--- config.mk ---
export PLATFORM = sky130hd
export DESIGN_NAME = prog_loader
export DESIGN_NICKNAME = d
export VERILOG_FILES = /design/src/rtl/prog_loader.sv
export SDC_FILE = /design/constraint.sdc
export NUM_CORES = 1
export LEC_CHECK = 0
export ABC_AREA = 1
export ABC_CLOCK_PERIOD_IN_PS = 2100
export CAP_MARGIN = 10
export CORE_ASPECT_RATIO = 1.4
export CORE_MARGIN = 8
export CORE_UTILIZATION = 56
export DETAILED_ROUTE_END_ITERATION = 8
export PLACE_DENSITY = 0.84
export SLEW_MARGIN = 20
export SYNTH_ARGS = -nofsm -noshare
export SYNTH_HDL_FRONTEND = slang
export SYNTH_SLANG_ARGS = --single-unit
--- constraint.sdc ---
create_clock -name clk -period 2.1 [get_ports clk]
set_input_delay 0.21 -clock clk [delete_from_list [all_inputs] [get_ports clk]]
set_output_delay 0.21 -clock clk [all_outputs]
set_load 0.02 [all_outputs]
--- src/rtl/prog_loader.sv ---
// Framed program loader: parses A5/count/payload/checksum frames from the UART byte
// stream, writes little-endian words to instruction memory and holds the CPU until a good frame.
module prog_loader #(
  parameter int unsigned ADDR_W         = 8,
  parameter int unsigned TIMEOUT_CYCLES = 1_041_600
) (
  input  logic              clk,
  input  logic              reset,
  input  logic              rx_dv,
  input  logic [7:0]        rx_byte,
  output logic              mem_we,
  output logic [ADDR_W-1:0] mem_addr,
  output logic [31:0]       mem_din,
  output logic              cpu_hold,
  output logic              load_done,
  output logic              load_err,
  output logic [ADDR_W:0]   words_loaded
);

  localparam int unsigned WL_W      = ADDR_W + 1;
  localparam int unsigned TMO_W     = $clog2(TIMEOUT_CYCLES + 1);
  localparam int unsigned MAX_WORDS = ((32'(1) << ADDR_W) > 32'd255) ? 32'd255 : (32'(1) << ADDR_W);
  localparam logic [7:0]  SYNC      = 8'hA5;

  typedef enum logic [1:0] {S_IDLE, S_COUNT, S_DATA, S_CSUM} state_e;

  state_e            state_q, state_d;
  logic [7:0]        n_q, n_d;
  logic [1:0]        idx_q, idx_d;
  logic [23:0]       asm_q, asm_d;
  logic [7:0]        csum_q, csum_d;
  logic [TMO_W-1:0]  tmo_q, tmo_d;
  logic              mem_we_q, mem_we_d;
  logic [ADDR_W-1:0] mem_addr_q, mem_addr_d;
  logic [31:0]       mem_din_q, mem_din_d;
  logic              cpu_hold_q, cpu_hold_d;
  logic              load_done_q, load_done_d;
  logic              load_err_q, load_err_d;
  logic [WL_W-1:0]   words_q, words_d;
  logic              timed_out;

  // State and output registers
  always_ff @(posedge clk or negedge reset) begin
    if (!reset) begin
      state_q     <= S_IDLE;
      n_q         <= '0;
      idx_q       <= '0;
      asm_q       <= '0;
      csum_q      <= '0;
      tmo_q       <= '0;
      mem_we_q    <= 1'b0;
      mem_addr_q  <= '0;
      mem_din_q   <= '0;
      cpu_hold_q  <= 1'b1;
      load_done_q <= 1'b0;
      load_err_q  <= 1'b0;
      words_q     <= '0;
    end else begin
      state_q     <= state_d;
      n_q         <= n_d;
      idx_q       <= idx_d;
      asm_q       <= asm_d;
      csum_q      <= csum_d;
      tmo_q       <= tmo_d;
      mem_we_q    <= mem_we_d;
      mem_addr_q  <= mem_addr_d;
      mem_din_q   <= mem_din_d;
      cpu_hold_q  <= cpu_hold_d;
      load_done_q <= load_done_d;
      load_err_q  <= load_err_d;
      words_q     <= words_d;
    end
  end

  // Frame parser, inter-byte timeout and output next-state
  always_comb begin
    state_d     = state_q;
    n_d         = n_q;
    idx_d       = idx_q;
    asm_d       = asm_q;
    csum_d      = csum_q;
    tmo_d       = tmo_q;
    mem_we_d    = 1'b0;
    mem_addr_d  = mem_addr_q;
    mem_din_d   = mem_din_q;
    cpu_hold_d  = cpu_hold_q;
    load_done_d = 1'b0;
    load_err_d  = load_err_q;
    words_d     = words_q;
    timed_out   = 1'b0;

    if (state_q != S_IDLE) begin
      if (rx_dv) begin
        tmo_d = '0;
      end else if (tmo_q == TMO_W'(TIMEOUT_CYCLES - 1)) begin
        timed_out = 1'b1;
      end else begin
        tmo_d = tmo_q + TMO_W'(1);
      end
    end

    if (timed_out) begin
      load_err_d = 1'b1;
      tmo_d      = '0;
      state_d    = S_IDLE;
    end else if (rx_dv) begin
      unique case (state_q)
        S_IDLE: begin
          if (rx_byte == SYNC) begin
            load_err_d = 1'b0;
            words_d    = '0;
            idx_d      = '0;
            csum_d     = '0;
            tmo_d      = '0;
            cpu_hold_d = 1'b1;
            state_d    = S_COUNT;
          end
        end
        S_COUNT: begin
          if (32'(rx_byte) > MAX_WORDS) begin
            load_err_d = 1'b1;
            state_d    = S_IDLE;
          end else begin
            n_d     = rx_byte;
            csum_d  = rx_byte;
            state_d = (rx_byte == 8'd0) ? S_CSUM : S_DATA;
          end
        end
        S_DATA: begin
          csum_d = csum_q ^ rx_byte;
          idx_d  = idx_q + 2'd1;
          unique case (idx_q)
            2'd0: asm_d[7:0]   = rx_byte;
            2'd1: asm_d[15:8]  = rx_byte;
            2'd2: asm_d[23:16] = rx_byte;
            2'd3: begin
              mem_we_d   = 1'b1;
              mem_addr_d = words_q[ADDR_W-1:0];
              mem_din_d  = {rx_byte, asm_q};
              words_d    = words_q + WL_W'(1);
              if (32'(words_q) + 32'd1 == 32'(n_q)) state_d = S_CSUM;
            end
            default: ;
          endcase
        end
        S_CSUM: begin
          if (rx_byte == csum_q) begin
            load_done_d = 1'b1;
            cpu_hold_d  = 1'b0;
          end else begin
            load_err_d = 1'b1;
          end
          state_d = S_IDLE;
        end
        default: state_d = S_IDLE;
      endcase
    end
  end

  assign mem_we       = mem_we_q;
  assign mem_addr     = mem_addr_q;
  assign mem_din      = mem_din_q;
  assign cpu_hold     = cpu_hold_q;
  assign load_done    = load_done_q;
  assign load_err     = load_err_q;
  assign words_loaded = words_q;

endmodule

==> key figures <==
Run status
  – Outcome: completed

Clock tree
  – Root Driver: clkbuf_16
  – Clk_lat worst skew: 0.41 ns
  – Clk slew on worst S/H paths: 0.06 ns
  – CTS buffer count: 17
  – Clock sinks: 117
  – Deepest clock path buffer count: 2
  – H-tree Lvls: 4
  – CTS tree: done

Die
  – Die width: 101 um
  – Die Y-Extent: 135 um
  – Site Rows: 43
  – Die ar.: 13700 um^2
  – Starting density of the core: 0.575
  – Core Box Area: 9900 um^2
  – Ports: 64

Setup path
  – WS Path Type: reg -> reg
  – Critical Path AT: 2.20 ns
  – Crit. End Element: flip-flop
  – Crit-path max FO: 55
  – CP startpoint kind: flip-flop
  – Critical Path RT: 2.34 ns
  – Worst reg2reg path depth: 6

Synthesis
  – Synthesized-area fraction occupied by adder cells: 0.0220
  – Largest family of logic cells by synthesized area: simple AND/OR/NAND/NOR gates
  – Yosys cell types: 41
  – Synth area leaders: dfrtp_1 51%, nand2_1 16%, o21ai_0 6.0%, inv_1 4.5%, nand3_1 3.0%
  – Synth Register Bits: 117
  – Ys Warns: 0
  – Post-Synth XOR/XNOR Area: 0.0138
  – Mapped Cells: 702
  – Synth Cell Area: 5700 um^2
  – Mux share of post-synthesis cell area: 0
  – Compound-Gate Fraction of Synth Area: 0.111
  – Post-synthesis net count: 723
  – Syn Area/Cell: 8.11 um^2
  – Sequential share of the synthesized area: 0.514
  – Leading area contributor after synthesis: dfrtp_1
  – Simple-gate share of the synthesized area: 0.273
  – Area share of the largest cell type after synthesis: 0.510

Layout
  – Nets: 809
  – Commonest non-fill, non-tap cells in the layout: 245 x nand2_1, 116 x dfrtp_1, 69 x inv_1
  – Commonest non-fill, non-tap cell in the layout: nand2_1
  – Final core utilization: 0.726
  – Fraction of layout cells with a size suffix above 1: 0.104
  – Area grow syn2layout: 26.2%
  – # fillers: 720
  – Register area: 2930 um^2
  – Number of diodes: 0
  – Multi-input gate area: 2390 um^2

STA
  – Slew margin rel.: 0.475
  – Period minus WS final: 1.96 ns
  – Fmax: 511 MHz
  – Pins Over Slew Limit: 0
  – Clock Skew: 0.00938 ns
  – Final Cycle Share: 0.931
  – Final hold vios: 0
  – Setup Total Neg Slack: 0 ns
  – Fin Hold WS: 0.282 ns
  – Setup repair after global routing missed its margin: false
  – Tightest Pin Transition: 0.786 ns
  – Final Setup Violations: 0

Placement
  – Port buffer count: 63
  – RD Place Congestion: 0.912
  – DPL Wire Length: 9710 um

Power and ir drop
  – Max IR drop VDD: 0.787 mV
  – Power Density: 1250 nW/um^2
  – Static Leak: 3.40 nW
  – Total power: 8.98 mW

Global route
  – Remaining global-route overflow: 0
  – Largest net degree at the start of global routing: 56
  – Initial antenna violation count: 0
  – Vias in the first global route: 5000
  – First-pass GRT wire length: 23100 um
  – Total GRT Usage: 0.213

Detailed routing
  – Via count: 5080
  – Post-route antenna net violation count: 0
  – DRC Markers: 0
  – Initial drt markers: 250
  – Routed Wire Length: 13800 um
  – Pre-antenna DRT Iters: 5
  – Routed vias/inst: 5.43
  – WL per Instance: 14.7 um

Worst hold path
  – Worst hold-check path type: in -> async

Run
  – Max-cap violations: 0
[path summary, 6_finish.rpt]
| path | start | slack, ns | to |
|---|---|---|---|
| max in group asynchronous | reset | 1.16 | cpu_hold$_DFFE_PN1P_ |
| min | reset | 0.28 | mem_din[17]$_DFFE_PN0P_ |
| max | state_q[0]$_DFFE_PN0P_ | 0.14 | mem_din[25]$_DFFE_PN0P_ |
| min in group clk | mem_din[17]$_DFFE_PN0P_ | 0.47 | mem_din[17]$_DFFE_PN0P_ |
| max reg2reg | state_q[0]$_DFFE_PN0P_ | 0.14 | mem_din[25]$_DFFE_PN0P_ |
| min reg2reg | mem_din[17]$_DFFE_PN0P_ | 0.47 | mem_din[17]$_DFFE_PN0P_ |
[layout make-up]
cell class,instances,share of cell area
repair buffers,85,0.116
well taps,135,0.0235
multi-input cells,492,0.333
flip-flops and latches,117,0.407
inverters,75,0.0399
clock inverters,13,0.0204
clock buffers,19,0.0602
[cells in the mapped netlist]
| master | count |
|---|---|
| o21bai_1 | 2 |
| nand4_1 | 9 |
| nand2_1 | 245 |
| xor2_1 | 5 |
| nor3b_1 | 1 |
| o21ai_0 | 68 |
| nand3_1 | 34 |
| o21ai_1 | 9 |
| buf_8 | 1 |
| nand2_2 | 1 |
| nand2_4 | 1 |
| nor2_4 | 2 |
| o21ai_2 | 8 |
| o22ai_1 | 4 |
| nor2_1 | 32 |
| buf_2 | 3 |
| nand3b_1 | 4 |
| o31ai_1 | 1 |
| and3_1 | 3 |
| nor3_2 | 2 |
| dfstp_2 | 1 |
| nand3_2 | 1 |
| nor2_2 | 3 |
| or2_2 | 2 |
| clkbuf_2 | 1 |
| a21oi_1 | 19 |
| nand2_8 | 1 |
| ha_1 | 10 |
| nor3_1 | 12 |
| inv_1 | 69 |
| nand4_4 | 1 |
| nor4_1 | 2 |
| inv_2 | 5 |
| a31oi_1 | 4 |
| dfrtp_1 | 116 |
| clkbuf_1 | 12 |
| inv_6 | 1 |
| buf_6 | 1 |
| xnor2_1 | 4 |
| o211ai_1 | 1 |
| nand3_4 | 1 |
[routing by layer]
| metal | global-route usage | wire, um | share of wire |
|---|---|---|---|
| met5 | 0 | 0 | 0 |
| met4 | 0.0881 | 278 | 0.020 |
| met3 | 0.0540 | 827 | 0.060 |
| met2 | 0.386 | 7320 | 0.53 |
| met1 | 0.228 | 5340 | 0.39 |
[power by group]
group          internal, mW  total (mW)  switching, mW
Clock                  1.76        2.82           1.06
Combinational          1.13        2.85           1.72
Sequential             2.88        3.31          0.428
Total                  5.77        8.98           3.20
[per-stage QoR]
stage | cell area [um^2] | cells | setup WS (ns)
floorplan | 5700 | 702 | 0.294
global placement | 6590 | 902 | 0.0648
detailed placement | 6590 | 902 | -0.0382
CTS | 7180 | 935 | 0.148
global route | 7190 | 936 | 0.00628
finish | 7190 | 936 | 0.145
[what timing repair did]
action | in CTS | in global routing
resized for setup | 0 | 1
hold endpoints to repair | 27 | 0
hold buffers | 1 | 0
setup buffers | 0 | 1
endpoints found under the setup margin | 0 | 2
[critical path: stages, from the launching register on]
cell and delay, ns:
dfrtp_1 0.45, inv_1 0.11, ha_1 0.25, nand2_1 0.12
nor2_2 0.05, inv_2 0.57, o21ai_0 0.22
[state kept, by name, indices dropped and copies added (netlist names)]
register and count:
tmo_q 20, idx_q 2, cpu_hold 1, state_q 2
asm_q 24, load_err 1, n_q 8, load_done 1
words_loaded 9, csum_q 8, mem_addr 8, mem_we 1
mem_din 32
[logic make-up (layout without fill, tap and decap cells)]
group                    Yosys count  in the layout
adder cells (fa/ha/maj)           10             10
AND/OR/NAND/NOR                  357            357
buffers and inverters             93            192
XOR/XNOR                           9              9
AO/OA/AOI/OAI                    116            116
flip-flops                       117            117
No activity file was read; power rests on OpenSTA's default activity.
